[src/rtl/fetch_if_id_stage.sv]
// fetch_if_id_stage
//   Instruction-fetch stage plus IF/ID pipeline register for the pipelined
//   LEGv8 core. Holds the PC, presents it to instruction memory, captures
//   {instr, pc} into IF/ID and redirects the PC when the ID-stage decoder
//   resolves a taken branch. The branch offset comes from the instruction
//   sitting in IF/ID.
//
// Parameters
//   ADDR_W     PC / instruction-address width
//   RESET_PC   PC value after reset
//   NOP_INSTR  bubble encoding placed in IF/ID on reset (and on squash)
//
// Ports
//   clk        rising-edge clock
//   reset      synchronous, active-high reset
//   stall      hazard-unit hold: freezes PC and IF/ID
//   BrTaken    decoder: branch in ID is taken
//   UncondBr   decoder: 1 = B (imm26), 0 = CBZ/B.LT (imm19)
//   imem_addr  instruction-memory address (combinational copy of PC)
//   imem_instr instruction-memory read data for imem_addr
//   id_instr   IF/ID instruction
//   id_pc      IF/ID PC of id_instr
//   id_valid   IF/ID holds a real fetched instruction (0 = bubble)
//
// Build option
//   BRANCH_FLUSH_EN  when defined, the slot fetched alongside a taken branch
//                    is squashed to NOP_INSTR; when undefined it is kept as
//                    an architectural delay slot.

module fetch_if_id_stage #(
  parameter int                ADDR_W    = 64,
  parameter logic [ADDR_W-1:0] RESET_PC  = '0,
  parameter logic [31:0]       NOP_INSTR = 32'h910003FF
) (
  input  logic              clk,
  input  logic              reset,
  input  logic              stall,
  input  logic              BrTaken,
  input  logic              UncondBr,
  output logic [ADDR_W-1:0] imem_addr,
  input  logic [31:0]       imem_instr,
  output logic [31:0]       id_instr,
  output logic [ADDR_W-1:0] id_pc,
  output logic              id_valid
);

  logic [ADDR_W-1:0] pc;
  logic [ADDR_W-1:0] offset;
  logic [ADDR_W-1:0] target;
  logic              redirect;

  assign imem_addr = pc;

  // Decoder outputs are only meaningful for a real instruction that is
  // allowed to advance; gating here keeps X on BrTaken from reaching the PC.
  assign redirect = BrTaken & id_valid & ~stall;

  // Word offset sign-extended across the full address width, then scaled
  // to bytes; the sum wraps naturally at ADDR_W bits.
  always_comb begin
    offset = '0;
    if (UncondBr) begin
      offset = {{(ADDR_W-26){id_instr[25]}}, id_instr[25:0]};
    end else begin
      offset = {{(ADDR_W-19){id_instr[23]}}, id_instr[23:5]};
    end
    target = id_pc + {offset[ADDR_W-3:0], 2'b00};
  end

  // Stall has priority over redirect, so a branch held in ID is simply
  // re-evaluated once the stall releases.
  always_ff @(posedge clk) begin
    if (reset) begin
      pc       <= RESET_PC;
      id_instr <= NOP_INSTR;
      id_pc    <= '0;
      id_valid <= 1'b0;
    end else if (!stall) begin
      id_pc <= pc;
      if (redirect) begin
        pc <= target;
`ifdef BRANCH_FLUSH_EN
        id_instr <= NOP_INSTR;
        id_valid <= 1'b0;
`else
        id_instr <= imem_instr;
        id_valid <= 1'b1;
`endif
      end else begin
        pc       <= pc + ADDR_W'(4);
        id_instr <= imem_instr;
        id_valid <= 1'b1;
      end
    end
  end

endmodule

[config.mk]
export PLATFORM = sky130hd
export DESIGN_NAME = fetch_if_id_stage
export DESIGN_NICKNAME = d
export VERILOG_FILES = /design/src/rtl/fetch_if_id_stage.sv
export SDC_FILE = /design/constraint.sdc
export NUM_CORES = 1
export LEC_CHECK = 0
export BUFFER_PORTS_ARGS = -buffer_cell sky130_fd_sc_hd__clkbuf_2
export CAP_MARGIN = 20
export CORE_MARGIN = 2
export CORE_UTILIZATION = 50
export DETAILED_ROUTE_END_ITERATION = 16
export PLACE_DENSITY = 0.76
export SYNTH_ARGS = -nofsm -noshare
export SYNTH_HDL_FRONTEND = slang
export SYNTH_SLANG_ARGS = --single-unit
[constraint.sdc]
create_clock -name clk -period 6.65 [get_ports clk]
set_input_delay 0.665 -clock clk [delete_from_list [all_inputs] [get_ports clk]]
set_output_delay 0.665 -clock clk [all_outputs]
set_load 0.05 [all_outputs]
==> results.ini, run 1 <==
[status]
status=completed

[logic_synthesis]
yosysSeqAreaShare=0.303
ys_dominant_reg_cell=dfxtp_1
async_reset_ff_frac=0
yosysUniqueCellTypes=64
synth-seq-cells=161
ys_warn_count=0
synth.area.top_cells=dfxtp_1, mux2i_1, nor2_1
synth_edf_count=0
syn_area_um2=10600
syn_area_per_cell_um2=8.04
synth_nets=1422
synth_area_leader_cell=dfxtp_1
synth_top_area_frac=0.303
netlist_instances=1322

[sta]
hold_violations=0
min_period_over_period=0.677
clock_skew_ps=11.5
rsz0062_at_grt=false
setup_tns_ps=0
relSlewSlack=0.363
fin_hold_ws_ps=451
slew_viol_final=0
min_period_ps=4500
clock.fmax_mhz=222
tightest_slew_ps=955
setup_viol=0

[global_route]
grt_pass1_wl_mm=49.7
grt_overflow=0
grt_pass1_vias=9581
grt_usage=0.277
antenna_found_initial=0
grt_max_degree=88

[power_and_ir_drop]
irDropWorstVdd_mv=0.177
p_leak_uw=0.00532
p_per_area_nw_per_um2=203

[clocking]
cts_max_level=4
cts_buffers=17
cts_resized=0
clockRootBuffer=clkbuf_16
clock_sinks=161
clk_latency_ps=440
postCtsSetupBuffers=0
holdBufCountCts=0
clkSlewWorstSetupHoldPaths_ps=70
cts_tree=done
max-clock-path-buffers=2

[flow_run]
maxCapViolations=0

[worst_setup_path]
critPathLaunchType=primary input
crit_chain=clkbuf_2, mux2_2, ha_1, fa_1, a211oi_1, nor3b_2, o2111ai_1, a311oi_2, a211oi_1, o221ai_2, a31oi_2, o21ai_0, xnor2_1, a211oi_1
worstPathRequired_ps=6990
crit_buf_inv=1
endpoint_kind=flip-flop
crit_type=primary input to flip-flop
crit_fanout=26
cp_top_family=compound AO/OA/AOI/OAI gates
cp.arrival_ps=4840
crit_top_cell=a211oi_1
crit_path_max_incr_delay_ps=480
cpMaxStageDelayCell=a211oi_1

[layout]
antenna_cells=0
fin_util=0.586
multiInputGateArea_um2=7040
register_area_um2=3220
area_growth_pct=15.6
fin_nets=1567
fin_area_um2=12300
fillers=1995
drive_above_1_share=0.181
final_common_cell=nor2_1
final_cell_mix=nor2_1, clkbuf_2, dfxtp_1

[floorplanning]
start_util=0.507
die_h_um=150
fp.dieArea_um2=22400
rows=53
core_um2=21000
die_w_um=150
io_pins=198

[placed_design]
dp_hpwl_mm=22.9
io_buffer_count=197
place.gp.congestion=0.933
post_dp_cell_area_um2=11700

[detailed_routing]
finalWirelength_mm=31.1
post-route-drc-count=0
drtPass1Iterations=5
drt-initial-drc-count=913
routedWlPerCell_um=17.7
detail-route-antenna-nets=0
vias_per_cell=5.86
vias=10300

[min_path]
hold_path_class=primary input to flip-flop

## final timing paths
path,startpoint,slack (ps),end,cells past startpoint
worst max-delay path,UncondBr,2150,imem_addr[54]$_SDFFE_PP0N_,14
worst min-delay path,imem_instr[23],450,id_instr[23]$_SDFFE_PP0N_,3
worst max register to register,id_instr[23]$_SDFFE_PP0N_,2530,imem_addr[55]$_SDFFE_PP0N_,13
worst min register to register,id_valid$_SDFFE_PP0N_,470,id_valid$_SDFFE_PP0N_,2
## sequential cells by signal (all words and copies together), names as in the netlist
register,cells
id_pc,64
imem_addr,64
id_instr,32
id_valid,1
## cell type report
class,count,area share
tap,275,0.0280
multi-input combinational,1066,0.573
clock inverter,13,0.0105
inverter,18,0.00550
sequential,161,0.262
clock buffer,19,0.0361
timing repair buffer,203,0.0846
## worst min-delay path, delay by kind of cell
family	cells	cell delay (ps)
AND/OR/NAND/NOR	1	70
multiplexers	1	50
buffers and inverters	1	70
## routing by layer
| metal | global-route usage | wire (µm) |
|---|---|---|
| met5 | 0 | 0 |
| met4 | 0.0736 | 562 |
| met3 | 0.0412 | 1880 |
| met2 | 0.445 | 14300 |
| met1 | 0.389 | 14400 |
## kinds of logic (layout without fill, tap and decap cells)
kind of cell | Yosys count | count (layout) | share of synthesized area
flops | 161 | 161 | 0.303
mux | 101 | 101 | 0.0973
fa+ha+maj | 63 | 63 | 0.0749
compound gates | 294 | 294 | 0.182
simple gates | 496 | 496 | 0.215
buf+inv | 95 | 253 | 0.0350
xor+xnor | 112 | 112 | 0.0923
## power by group
part           total [µW]  switching [µW]  internal, µW
logic                 465             321           144
registers            1050            51.6          1000
clock network         978             446           532
## metrics by stage
step / setup WS, ps / instances / total power [µW]
6_report: 2150 / 1755 / 2500
2_1_floorplan: 2180 / 1322 / 1420
3_5_place_dp: 1780 / 1723 / 1530
3_3_place_gp: 1870 / 1723 / 1530
4_1_cts: 2210 / 1755 / 2500
5_1_grt: 1780 / 1755 / 2590
## cell usage after synthesis, drive strengths merged, types with 2 or more instances
| master | number |
|---|---|
| a211o | 13 |
| a211oi | 55 |
| a21o | 27 |
| a21oi | 91 |
| a311oi | 2 |
| a31oi | 9 |
| and2 | 2 |
| and3 | 10 |
| and4 | 8 |
| buf | 19 |
| clkbuf | 58 |
| dfxtp | 161 |
| ha | 62 |
| inv | 18 |
| mux2 | 18 |
| mux2i | 83 |
| nand2 | 115 |
| nand2b | 7 |
| nand3 | 38 |
| nand4 | 36 |
| nor2 | 208 |
| nor2b | 23 |
| nor3 | 18 |
| nor3b | 2 |
| nor4 | 12 |
| nor4b | 3 |
| o2111ai | 2 |
| o211ai | 5 |
| o21a | 7 |
| o21ai | 45 |
| o21ba | 2 |
| o21bai | 16 |
| o221ai | 2 |
| o22ai | 5 |
| o31ai | 2 |
| o41ai | 3 |
| or2 | 2 |
| or3 | 7 |
| or4 | 2 |
| xnor2 | 64 |
| xor2 | 48 |
(Power assumes the default switching activity.)
==> run 2: changes to the inputs <==
==> constraint.sdc (replaced) <==
create_clock -name clk -period 4.6 [get_ports clk]
set_input_delay 0.46 -clock clk [delete_from_list [all_inputs] [get_ports clk]]
set_output_delay 0.46 -clock clk [all_outputs]
set_load 0.05 [all_outputs]
==> results.ini, run 2 (synthesis gave the netlist of run 1 again) <==
[placed_design]
place.gp.congestion=0.938
dp_worst_setup_slack_ps=296
io_buffer_count=197
dp_hpwl_mm=23.0
post_dp_cell_area_um2=11800

[floorplanning]
die_h_um=150
io_pins=198
start_util=0.507
rows=53
core_um2=21000
die_w_um=150
fp.dieArea_um2=22400

[clocking]
clk_latency_ps=440
postCtsSetupBuffers=0
cts_resized=0
max-clock-path-buffers=2
holdBufCountCts=0
clock_sinks=161
cts_tree=done
cts_buffers=17
cts_max_level=4
clockRootBuffer=clkbuf_16
clkSlewWorstSetupHoldPaths_ps=70

[sta]
slew_viol_final=0
setup_viol=0
clock.fmax_mhz=255
min_period_ps=3920
setup_tns_ps=0
min_period_over_period=0.853
hold_violations=0
clock_skew_ps=9.87
worst_slack_ps=676
rsz0062_at_grt=false
relSlewSlack=0.295
tightest_slew_ps=1050

[power_and_ir_drop]
irDropWorstVdd_mv=0.249
p_per_area_nw_per_um2=298
p_int_uw=2480
p_leak_uw=0.00538
power_uw=3690
power_frac_seq=0.412
clkPwrFrac=0.406
p_comb_frac=0.182
p_sw_uw=1220
switching_share=0.329

[layout]
final_common_cell=nor2_1
fin_area_um2=12400
fin_nets=1577
final_cell_mix=nor2_1, clkbuf_2, dfxtp_1
drive_above_1_share=0.187
antenna_cells=0
area_growth_pct=16.6
fillers=1934

[detailed_routing]
drt-initial-drc-count=823
drtPass1Iterations=5
post-route-drc-count=0
vias_per_cell=5.78
finalWirelength_mm=31.0
vias=10200
routedWlPerCell_um=17.6
detail-route-antenna-nets=0

[worst_setup_path]
critPathLaunchType=primary input
cp_top_family=compound AO/OA/AOI/OAI gates
crit_type=primary input to flip-flop
endpoint_kind=flip-flop
crit_fanout=13
crit_path_max_incr_delay_ps=420
crit_top_cell=a211oi_1
crit_buf_inv=2
crit_chain=clkbuf_2, mux2_2, ha_1, fa_1, a211oi_1, nor3b_2, o2111ai_1, a311oi_2, a211oi_1, buf_4, o221ai_2, a31oi_2, o21ai_0, xnor2_1, a211oi_1
worstPathRequired_ps=4950
cp.arrival_ps=4270
cpMaxStageDelayCell=fa_1

[global_route]
grt_pass1_vias=9257
grt_overflow=0
grt_usage=0.273
grt_max_degree=89
grt_pass1_wl_mm=48.9
antenna_found_initial=0

[status]
status=completed

[flow_run]
maxCapViolations=0

[min_path]
hold_path_class=primary input to flip-flop

==> run 2: cell type report <==
cell class / instances / area [µm²] / share of cell area
inverters: 18 / 67.6 / 0.00546
well taps: 275 / 344 / 0.0278
clock buffers: 18 / 429 / 0.0347
repair buffers: 213 / 1110 / 0.0900
clock inverters: 14 / 169 / 0.0136
multi-input cells: 1066 / 7040 / 0.568
flip-flops and latches: 161 / 3220 / 0.260
==> run 2: metal layers <==
layer	global-route usage	vias up	routed length, µm
li1	-	5060	-
met1	0.391	4779	14800
met2	0.435	324	14100
met3	0.0436	30	1800
met4	0.0557	0	337
met5	0	-	0
==> run 2: final timing paths <==
kind                             start                         end  slack (ps)  cells after the start
min reg2reg  id_instr[28]$_SDFFE_PP1N_   id_instr[28]$_SDFFE_PP1N_         470                      1
max                           UncondBr  imem_addr[54]$_SDFFE_PP0N_         680                     15
min                     imem_instr[14]   id_instr[14]$_SDFFE_PP0N_         250                      3
max reg2reg   id_instr[5]$_SDFFE_PP1N_  imem_addr[54]$_SDFFE_PP0N_         710                     14
==> run 2: power groups by stage <==
| stage | clock network, µW | logic (µW) | registers [µW] |
|---|---|---|---|
| global placement | 0 | 661 | 1550 |
| global route | 1570 | 726 | 1530 |
| finish | 1500 | 674 | 1520 |
| CTS | 1510 | 671 | 1520 |
| floorplan | 0 | 346 | 1710 |
| detailed placement | 0 | 666 | 1550 |
==> run 2: worst register-to-register path: cells and delay by family, from the launching register on <==
kind,cells,cell delay (ps)
compound gates,8,2050
fa+ha+maj,2,640
flops,1,370
mux,1,280
buf+inv,1,180
xor+xnor,1,150
simple gates,1,130
==> run 2: metrics by stage <==
| stage | utilization | hold WS (ps) | std cells |
|---|---|---|---|
| 6_report | 0.591 | 246 | 1765 |
| 4_1_cts | 0.591 | 245 | 1765 |
| 3_3_place_gp | 0.563 | 445 | 1733 |
| 2_1_floorplan | - | 604 | 1322 |
| 3_5_place_dp | 0.563 | 454 | 1733 |
| 5_1_grt | 0.591 | 257 | 1765 |
==> run 3: changes to the inputs <==
--- a/config.mk
+++ b/config.mk
@@ -10,7 +10,7 @@
 export CORE_MARGIN = 2
 export CORE_UTILIZATION = 50
 export DETAILED_ROUTE_END_ITERATION = 16
-export PLACE_DENSITY = 0.76
+export PLACE_DENSITY = 0.79
 export SYNTH_ARGS = -nofsm -noshare
 export SYNTH_HDL_FRONTEND = slang
 export SYNTH_SLANG_ARGS = --single-unit
==> constraint.sdc (replaced) <==
create_clock -name clk -period 3.51 [get_ports clk]
set_input_delay 0.351 -clock clk [delete_from_list [all_inputs] [get_ports clk]]
set_output_delay 0.351 -clock clk [all_outputs]
set_load 0.05 [all_outputs]
==> results.ini, run 3 (synthesis gave the netlist of run 1 again) <==
[global_route]
grt_overflow=0
antenna_found_initial=0
grt_pass1_vias=10300
grt_usage=0.292
grt_max_degree=85
grt_pass1_wl_mm=52.5

[clocking]
cts_tree=done
cts_max_level=4
clk_latency_ps=440
max-clock-path-buffers=2
cts_buffers=17
holdBufCountCts=0
clock_sinks=161
clockRootBuffer=clkbuf_16
clkSlewWorstSetupHoldPaths_ps=80

[detailed_routing]
drt-initial-drc-count=857
drtPass1Iterations=5
routedWlPerCell_um=17.6
post-route-drc-count=0
vias_per_cell=5.76
finalWirelength_mm=33.5
vias=11000
detail-route-antenna-nets=0

[layout]
final_common_cell=nor2_1
multiInputGateArea_um2=7220
register_area_um2=3230
fin_area_um2=13600
antenna_cells=0
fin_nets=1719
drive_above_1_share=0.273
final_cell_mix=nor2_1, clkbuf_2, dfxtp_1
fin_util=0.651
layout.cells.non_filler=1907
fillers=1763
area_growth_pct=28.4

[sta]
min_period_ps=3450
min_period_over_period=0.984
clock.fmax_mhz=289
hold_violations=0
tightest_slew_ps=1060
setup_viol=0
clock_skew_ps=15.9
slew_viol_final=0
relSlewSlack=0.293
worst_slack_ps=55.7

[floorplanning]
core_um2=21000
io_pins=198
die_w_um=150
fp.dieArea_um2=22400
start_util=0.507
die_h_um=150
rows=53

[placed_design]
place.gp.congestion=0.973
post_dp_cell_area_um2=12900
io_buffer_count=197
place_inst=1871
dp_worst_setup_slack_ps=-373
dp_hpwl_mm=24.8

[worst_setup_path]
crit_chain=mux2_2, ha_1, a21oi_1, nand4b_1, nand2_2, a31oi_4, o41ai_4, a31oi_2, buf_4, o21bai_2, a21oi_1, buf_4, or4b_1, nand3_1
crit_path_max_incr_delay_ps=460
crit_type=flip-flop to flip-flop
regToRegEndpoint=imem_addr[57]$_SDFFE_PP0N_
cp.arrival_ps=3830
r2r_slack_ps=60
critPathLaunchType=flip-flop
worstPathRequired_ps=3890
crit_fanout=4
reg2regPathDepth=14
cpMaxStageDelayCell=or4b_1
r2r-start=id_instr[6]$_SDFFE_PP1N_
endpoint_kind=flip-flop

[min_path]
hold_path_end=id_instr[27]$_SDFFE_PP0N_
hold_path_class=primary input to flip-flop
min_delay_path_depth=3
min-delay-start=imem_instr[27]

[power_and_ir_drop]
p_leak_uw=0.00619
p_per_area_nw_per_um2=362
irDropWorstVdd_mv=0.314

[status]
status=completed

[flow_run]
maxCapViolations=0

-- run 3: layout make-up --
type                       instances  share of cell area
multi-input combinational       1066               0.529
sequential                       161               0.236
timing repair buffer             355               0.161
clock buffer                      20              0.0327
tap                              275              0.0252
clock inverter                    12              0.0102
inverter                          18             0.00495
-- run 3: worst max path at each step --
| stage | startpoint | end | slack (ps) | cells after the start |
|---|---|---|---|---|
| final | id_instr[6]$_SDFFE_PP1N_ | imem_addr[57]$_SDFFE_PP0N_ | 60 | 14 |
| after floorplan | UncondBr | imem_addr[63]$_SDFFE_PP0N_ | 10 | 15 |
| after CTS | id_instr[0]$_SDFFE_PP1N_ | imem_addr[54]$_SDFFE_PP0N_ | 9 | 14 |
| after detailed placement | UncondBr | imem_addr[61]$_SDFFE_PP0N_ | -370 | 14 |
| after global routing | id_instr[6]$_SDFFE_PP1N_ | imem_addr[57]$_SDFFE_PP0N_ | -80 | 14 |
| after global placement | UncondBr | imem_addr[58]$_SDFFE_PP0N_ | -290 | 15 |
-- run 3: routing by layer --
layer	up-vias	track usage	routed length (µm)
li1	5319	-	-
met2	377	0.482	15500
met5	-	0	0
met4	0	0.0901	938
met1	5217	0.396	15000
met3	67	0.0399	1990
-- run 3: where the power goes --
part / switching, µW / internal, µW / total, µW
Combinational: 654 / 375 / 1030
Sequential: 94.2 / 1900 / 1990
Clock: 885 / 1030 / 1920
Total: 1630 / 3300 / 4940
-- run 3: through the flow --
stage                     total power, µW  hold WS (ps)  TNS, ps
after floorplan                      2700           495        0
after global placement               3010           445    -2320
after detailed placement             3020           457    -4510
after CTS                            4910           142        0
after global routing                 5100           155     -221
final                                4940           145        0
-- run 3: critical path: cells and delay by family, from the launching register on --
family	cells	cell delay (ps)
simple gates	4	1070
buf+inv	2	340
fa+ha+maj	1	280
mux	1	300
compound gates	6	1060
flops	1	340
-- run 3: what timing repair did --
item	4_1_cts	5_1_grt
pin swaps	1	18
buffers inserted	0	5
setup endpoints to repair	4	19
resized for setup	3	30
